--- src/rtl/tile_pkg.sv ---
// Shared types for the piano-lane tile controller: coordinate width and per-slot state.
package tile_pkg;

    localparam int unsigned COORD_W  = 10;
    localparam int unsigned SCREEN_W = 640;
    localparam int unsigned SCREEN_H = 480;

    typedef logic [COORD_W-1:0] coord_t;

    typedef struct packed {
        logic   valid;
        coord_t y;
        coord_t step;
    } tile_slot_t;

endpackage

--- src/rtl/tile_slot.sv ---
// One falling-tile slot: holds valid/y/step, moves by its latched step each frame,
// and reports when its lower edge has reached the bottom row.
module tile_slot
    import tile_pkg::COORD_W, tile_pkg::coord_t, tile_pkg::tile_slot_t;
#(
    parameter int unsigned TILE_H   = 75,
    parameter int unsigned SCREEN_H = 480
) (
    input  logic   frame_clk,
    input  logic   Reset,
    input  logic   spawn,
    input  logic   clear,
    input  coord_t step_in,
    output logic   valid,
    output coord_t y,
    output logic   at_bottom
);

    localparam int unsigned SUM_W = COORD_W + 1;

    tile_slot_t       slot_q;
    tile_slot_t       slot_d;
    logic [SUM_W-1:0] y_bot;
    logic [SUM_W-1:0] y_next;

    always_comb begin
        y_bot  = SUM_W'(slot_q.y) + SUM_W'(TILE_H);
        y_next = SUM_W'(slot_q.y) + SUM_W'(slot_q.step);
    end

    // Clear beats spawn beats move; a cleared slot reads back y=0.
    always_comb begin
        slot_d = slot_q;
        if (clear) begin
            slot_d.valid = 1'b0;
            slot_d.y     = '0;
        end else if (spawn) begin
            slot_d.valid = 1'b1;
            slot_d.y     = '0;
            slot_d.step  = step_in;
        end else if (slot_q.valid) begin
            // Clamp only guards an unreachable overflow; tiles retire well before it.
            slot_d.y = y_next[COORD_W] ? '1 : y_next[COORD_W-1:0];
        end
    end

    always_ff @(posedge frame_clk or posedge Reset) begin
        if (Reset) begin
            slot_q <= '0;
        end else begin
            slot_q <= slot_d;
        end
    end

    assign valid     = slot_q.valid;
    assign y         = slot_q.y;
    assign at_bottom = slot_q.valid && (y_bot >= SUM_W'(SCREEN_H - 1));

endmodule

--- src/rtl/tile_lane_ctrl.sv ---
// Piano-lane controller: SLOTS falling tiles, hit-window resolution, fall-off misses, spawn.
// Optional macro TILE_LANE_AUTOPLAY_EN: ignore hit and auto-retire every tile in the window.
module tile_lane_ctrl
    import tile_pkg::COORD_W, tile_pkg::coord_t;
#(
    parameter int unsigned SLOTS     = 4,
    parameter int unsigned LANE_X    = 400,
    parameter int unsigned TILE_H    = 75,
    parameter int unsigned SCREEN_H  = 480,
    parameter int unsigned HIT_TOP   = 360,
    parameter int unsigned BASE_STEP = 3
) (
    input  logic                     Reset,
    input  logic                     frame_clk,
    input  logic                     newNote,
    input  logic                     hit,
    input  logic [3:0]               speed,
    output logic [COORD_W-1:0]       tile_x,
    output logic [COORD_W-1:0]       tile_s,
    output logic [COORD_W*SLOTS-1:0] tile_y,
    output logic [SLOTS-1:0]         tile_v,
    output logic                     hit_ok,
    output logic                     miss,
    output logic                     spawn_drop
);

    localparam int unsigned SUM_W = COORD_W + 1;

    coord_t           slot_y [SLOTS];
    logic [SLOTS-1:0] slot_v;
    logic [SLOTS-1:0] slot_bot;
    logic [SLOTS-1:0] slot_hittable;
    logic [SLOTS-1:0] slot_spawn;
    logic [SLOTS-1:0] slot_clr;
    logic [SLOTS-1:0] free_sel;
    logic             free_found;
    coord_t           step_in;

    logic hit_ok_q, hit_ok_d;
    logic miss_q, miss_d;
    logic spawn_drop_q, spawn_drop_d;

    assign step_in = COORD_W'(BASE_STEP) + COORD_W'(speed);

    for (genvar i = 0; i < SLOTS; i++) begin : g_slot
        tile_slot #(
            .TILE_H   (TILE_H),
            .SCREEN_H (SCREEN_H)
        ) u_slot (
            .frame_clk (frame_clk),
            .Reset     (Reset),
            .spawn     (slot_spawn[i]),
            .clear     (slot_clr[i]),
            .step_in   (step_in),
            .valid     (slot_v[i]),
            .y         (slot_y[i]),
            .at_bottom (slot_bot[i])
        );
        assign tile_y[COORD_W*i +: COORD_W] = slot_y[i];
        assign slot_hittable[i] = slot_v[i] &&
            ((SUM_W'(slot_y[i]) + SUM_W'(TILE_H)) >= SUM_W'(HIT_TOP));
    end

`ifdef TILE_LANE_AUTOPLAY_EN
    logic unused_hit;
    assign unused_hit = hit;
`else
    logic [SLOTS-1:0] tgt_sel;
    logic             tgt_found;
    coord_t           tgt_y;

    // Target is the lowest-on-screen tile; strict compare keeps ties on the lowest index.
    always_comb begin
        tgt_sel   = '0;
        tgt_found = 1'b0;
        tgt_y     = '0;
        for (int i = 0; i < SLOTS; i++) begin
            if (slot_v[i] && (!tgt_found || (slot_y[i] > tgt_y))) begin
                tgt_found  = 1'b1;
                tgt_y      = slot_y[i];
                tgt_sel    = '0;
                tgt_sel[i] = 1'b1;
            end
        end
    end
`endif

    always_comb begin
        free_sel   = '0;
        free_found = 1'b0;
        for (int i = 0; i < SLOTS; i++) begin
            if (!slot_v[i] && !free_found) begin
                free_found  = 1'b1;
                free_sel[i] = 1'b1;
            end
        end
    end

    // Resolve hit, then fall-off on the remaining tiles, then spawn into a pre-edge free slot.
    always_comb begin
        slot_clr     = '0;
        slot_spawn   = '0;
        hit_ok_d     = 1'b0;
        miss_d       = 1'b0;
        spawn_drop_d = 1'b0;
`ifdef TILE_LANE_AUTOPLAY_EN
        slot_clr = slot_hittable;
        hit_ok_d = |slot_hittable;
`else
        if (hit) begin
            if (|(tgt_sel & slot_hittable)) begin
                slot_clr = tgt_sel;
                hit_ok_d = 1'b1;
            end else begin
                miss_d = 1'b1;
            end
        end
`endif
        if (|(slot_bot & ~slot_clr)) begin
            miss_d   = 1'b1;
            slot_clr = slot_clr | slot_bot;
        end
        if (newNote) begin
            if (free_found) begin
                slot_spawn = free_sel;
            end else begin
                spawn_drop_d = 1'b1;
            end
        end
    end

    always_ff @(posedge frame_clk or posedge Reset) begin
        if (Reset) begin
            hit_ok_q     <= 1'b0;
            miss_q       <= 1'b0;
            spawn_drop_q <= 1'b0;
        end else begin
            hit_ok_q     <= hit_ok_d;
            miss_q       <= miss_d;
            spawn_drop_q <= spawn_drop_d;
        end
    end

    assign tile_x     = COORD_W'(LANE_X);
    assign tile_s     = COORD_W'(TILE_H);
    assign tile_v     = slot_v;
    assign hit_ok     = hit_ok_q;
    assign miss       = miss_q;
    assign spawn_drop = spawn_drop_q;

endmodule

--- config.mk ---
export PLATFORM = sky130hd
export DESIGN_NAME = tile_lane_ctrl
export DESIGN_NICKNAME = d
export VERILOG_FILES = /design/src/rtl/tile_pkg.sv /design/src/rtl/tile_slot.sv /design/src/rtl/tile_lane_ctrl.sv
export SDC_FILE = /design/constraint.sdc
export NUM_CORES = 1
export LEC_CHECK = 0
export CAP_MARGIN = 20
export CORE_UTILIZATION = 29
export DETAILED_ROUTE_END_ITERATION = 10
export GPL_ROUTABILITY_DRIVEN = 0
export PLACE_DENSITY_LB_ADDON = 0.1
export SKIP_CTS_REPAIR_TIMING = 1
export SLEW_MARGIN = 20
export SYNTH_ARGS = -nofsm -noshare
export SYNTH_HDL_FRONTEND = slang
export SYNTH_SLANG_ARGS = --single-unit
--- constraint.sdc ---
create_clock -name frame_clk -period 13.5 [get_ports frame_clk]
set_clock_uncertainty 0.1 [all_clocks]
set_input_delay 2.025 -clock frame_clk [delete_from_list [all_inputs] [get_ports frame_clk]]
set_output_delay 2.025 -clock frame_clk [all_outputs]
set_load 0.01 [all_outputs]
==> impl_metrics.tcl <==
set metrics [dict create \
    status "complete, but fails checks" \
    violations "design-rule violations" \
    synth.distinct_cells 87 \
    grt_setup_unrepaired "no" \
    die_w_um 152 \
    dp_hpwl_um 14500 \
    required_ns 13.62 \
    post-synth-top-area-cell "dfrtp_1" \
    critical_path_class "reg2reg" \
    syn_area_per_cell_um2 8.00 \
    endpoint_kind "flip-flop" \
    period_needed_ns 7.45 \
    antenna_found_initial 0 \
    cts_tree "done" \
    synth-compound-area-share_pct 25.5 \
    startpoint_type "flip-flop" \
    vias 5675 \
    path_clk_slew_ns 0.06 \
    grt_max_degree 68 \
    hold-worst-slack_ns 0.392 \
    cp.arrival_ns 7.57 \
    ys_ff_latch 67 \
    grt_use_total_pct 17.1 \
    viasPerCell 5.22 \
    synth_flop_cell "dfrtp_1" \
    syn_inst 820 \
    area_delta_synth_final_pct 9.29 \
    io_pins 75 \
    worstRegToRegCells 26 \
    maxSlewViolCount 0 \
    synth_simple_gate_area_share_pct 20.3 \
    synth_area_leaders "dfrtp_1 (26%), ha_1 (11%), buf_4 (7.3%), nand2_1 (4.9%), o21ai_0 (4.3%)" \
    grt_pass1_vias 5539 \
    numCtsBuffers 9 \
    max_slew_margin_pct 32.4 \
    synth_xor_area_share_pct 2.67 \
    async_flop_share_pct 100 \
    synth.most_common_cell "nand2_1" \
    grt-ovfl-total 0 \
    finalSetupTns_ns 0 \
    min_period_over_period_pct 55.2 \
    firstDrtPassIters 8 \
    synth_top_area_share_pct 25.6 \
    synthAdderAreaFrac_pct 12.5 \
    synth_mux_area_share_pct 0.648 \
    diodes 0 \
    row_count 54 \
    wl_per_cell_um 18.2 \
    grt_pass1_wl_um 31100 \
    cap_violations 0 \
    synth_warnings 0 \
    synth_top_family_by_area "compound AO/OA/AOI/OAI gates" \
    ys_top_cells_by_count "nand2_1 (85), dfrtp_1 (67), buf_4 (64)" \
    wl_um 19700 \
    worstHoldPathType "reg2reg" \
    setup_ws_ns 6.05 \
    die_area_um2 23200 \
    hold_depth 2 \
    die_h_um 152 \
    fin_util_pct 32.6 \
    first_iter_violations 297 \
    setup_violations 0 \
    clk_latency_ns 0.34 \
    synth_edf_count 0 \
    ant_nets 0 \
    max_stage_delay_ns 0.84 \
    hold_violations 0 \
    initial_core_util_pct 29.8 \
    drive_above_1_share_pct 5.33 \
    crit_fanout 29 \
    core_um2 22000 \
    worst_slew_pin_slew_ns 1.01 \
    cts_sinks 67 \
    drc 5 \
    io_buffers 54 \
    cp_slowest_cell "o21ai_2" \
    nNetsFinal 873 \
    ys_seq_area_share_pct 25.6 \
    dp_slack_ns 6.10 \
    clock_path_buffers 2 \
    syn_area_um2 6560 \
    htree_levels 3 \
    root_buffer "clkbuf_16" \
    max_clock_freq_ghz 0.134 \
]
[per-stage QoR]
stage	cell area, um2	cells
after floorplan	6630	838
after global placement	6900	1071
after detailed placement	6900	1071
after CTS	7170	1087
after global routing	7170	1087
final	7170	1087
[cells by family (layout without fill, tap and decap cells)]
group / after synthesis / after routing
AOI/OAI and AO/OA: 244 / 244
buffers and inverters: 153 / 122
DFF: 67 / 67
xor gates and xnor gates: 20 / 20
other: 2 / 20
muxes: 4 / 4
adders and majority gates: 63 / 63
and+or+nand+nor: 267 / 267
[cell usage in the layout, fill, tap and decap left out, types with 7 or more instances in the layout]
cell,n
nand2_1,85
dfrtp_1,67
nor2_1,60
ha_1,59
o21ai_0,56
clkdlybuf4s50_1,54
inv_1,44
a21oi_1,43
nor2b_1,25
conb_1,20
a31oi_1,17
xnor2_1,15
nand3_1,14
nor3_1,14
o211ai_1,14
nand2b_1,14
o21a_1,12
o22ai_1,11
a21o_1,11
clkbuf_16,9
a211oi_1,8
o21ai_2,7
and3_1,7
[layout make-up]
cell class | count | area, um2
clock buffer | 12 | 246
clock inverter | 4 | 26.3
fill | 2322 | 14900
inverter | 48 | 180
multi-input combinational | 618 | 4120
sequential | 67 | 1680
tap | 280 | 350
timing repair buffer | 58 | 571
[layer usage]
layer	part of all wire (%)	vias up	wire, um	GRT usage, %
li1	-	2821	-	-
met2	46	112	8990	27.0
met4	1.8	0	352	6.69
met1	50	2722	9830	23.9
met5	0	-	0	0
met3	2.9	20	573	1.79
[worst max-delay path: cells and delay by family, from the launching register on]
family                     cells  cell delay (ns)
adders and majority gates      3             0.81
buffers and inverters          2             0.56
AOI/OAI and AO/OA             15             3.73
and+or+nand+nor                6             1.40
DFF                            1             0.69
[flip-flops by register name, indices dropped and copies added (netlist names)]
signal,flops
miss,1
g_slot.u_slot.y,40
g_slot.u_slot.slot_q,20
spawn_drop,1
g_slot.u_slot.valid,4
hit_ok,1
[worst paths after layout]
kind	from	end	slack, ns
setup / recovery	g_slot[0].u_slot.valid$_DFFE_PP0P_	g_slot[0].u_slot.y[1]$_DFFE_PP0P_	6.05
hold / removal	g_slot[3].u_slot.slot_q[3]$_DFFE_PP0P_	g_slot[3].u_slot.slot_q[3]$_DFFE_PP0P_	0.39
setup reg to reg	g_slot[0].u_slot.valid$_DFFE_PP0P_	g_slot[0].u_slot.y[1]$_DFFE_PP0P_	6.05
hold reg to reg	g_slot[3].u_slot.slot_q[3]$_DFFE_PP0P_	g_slot[3].u_slot.slot_q[3]$_DFFE_PP0P_	0.39
max in group asynchronous	Reset	g_slot[1].u_slot.valid$_DFFE_PP0P_	10.49
min in group asynchronous	Reset	g_slot[3].u_slot.slot_q[1]$_DFFE_PP0P_	2.15
Power is not shown: default switching activity piles up to over one toggle a cycle in this logic, so the estimate is an artifact.
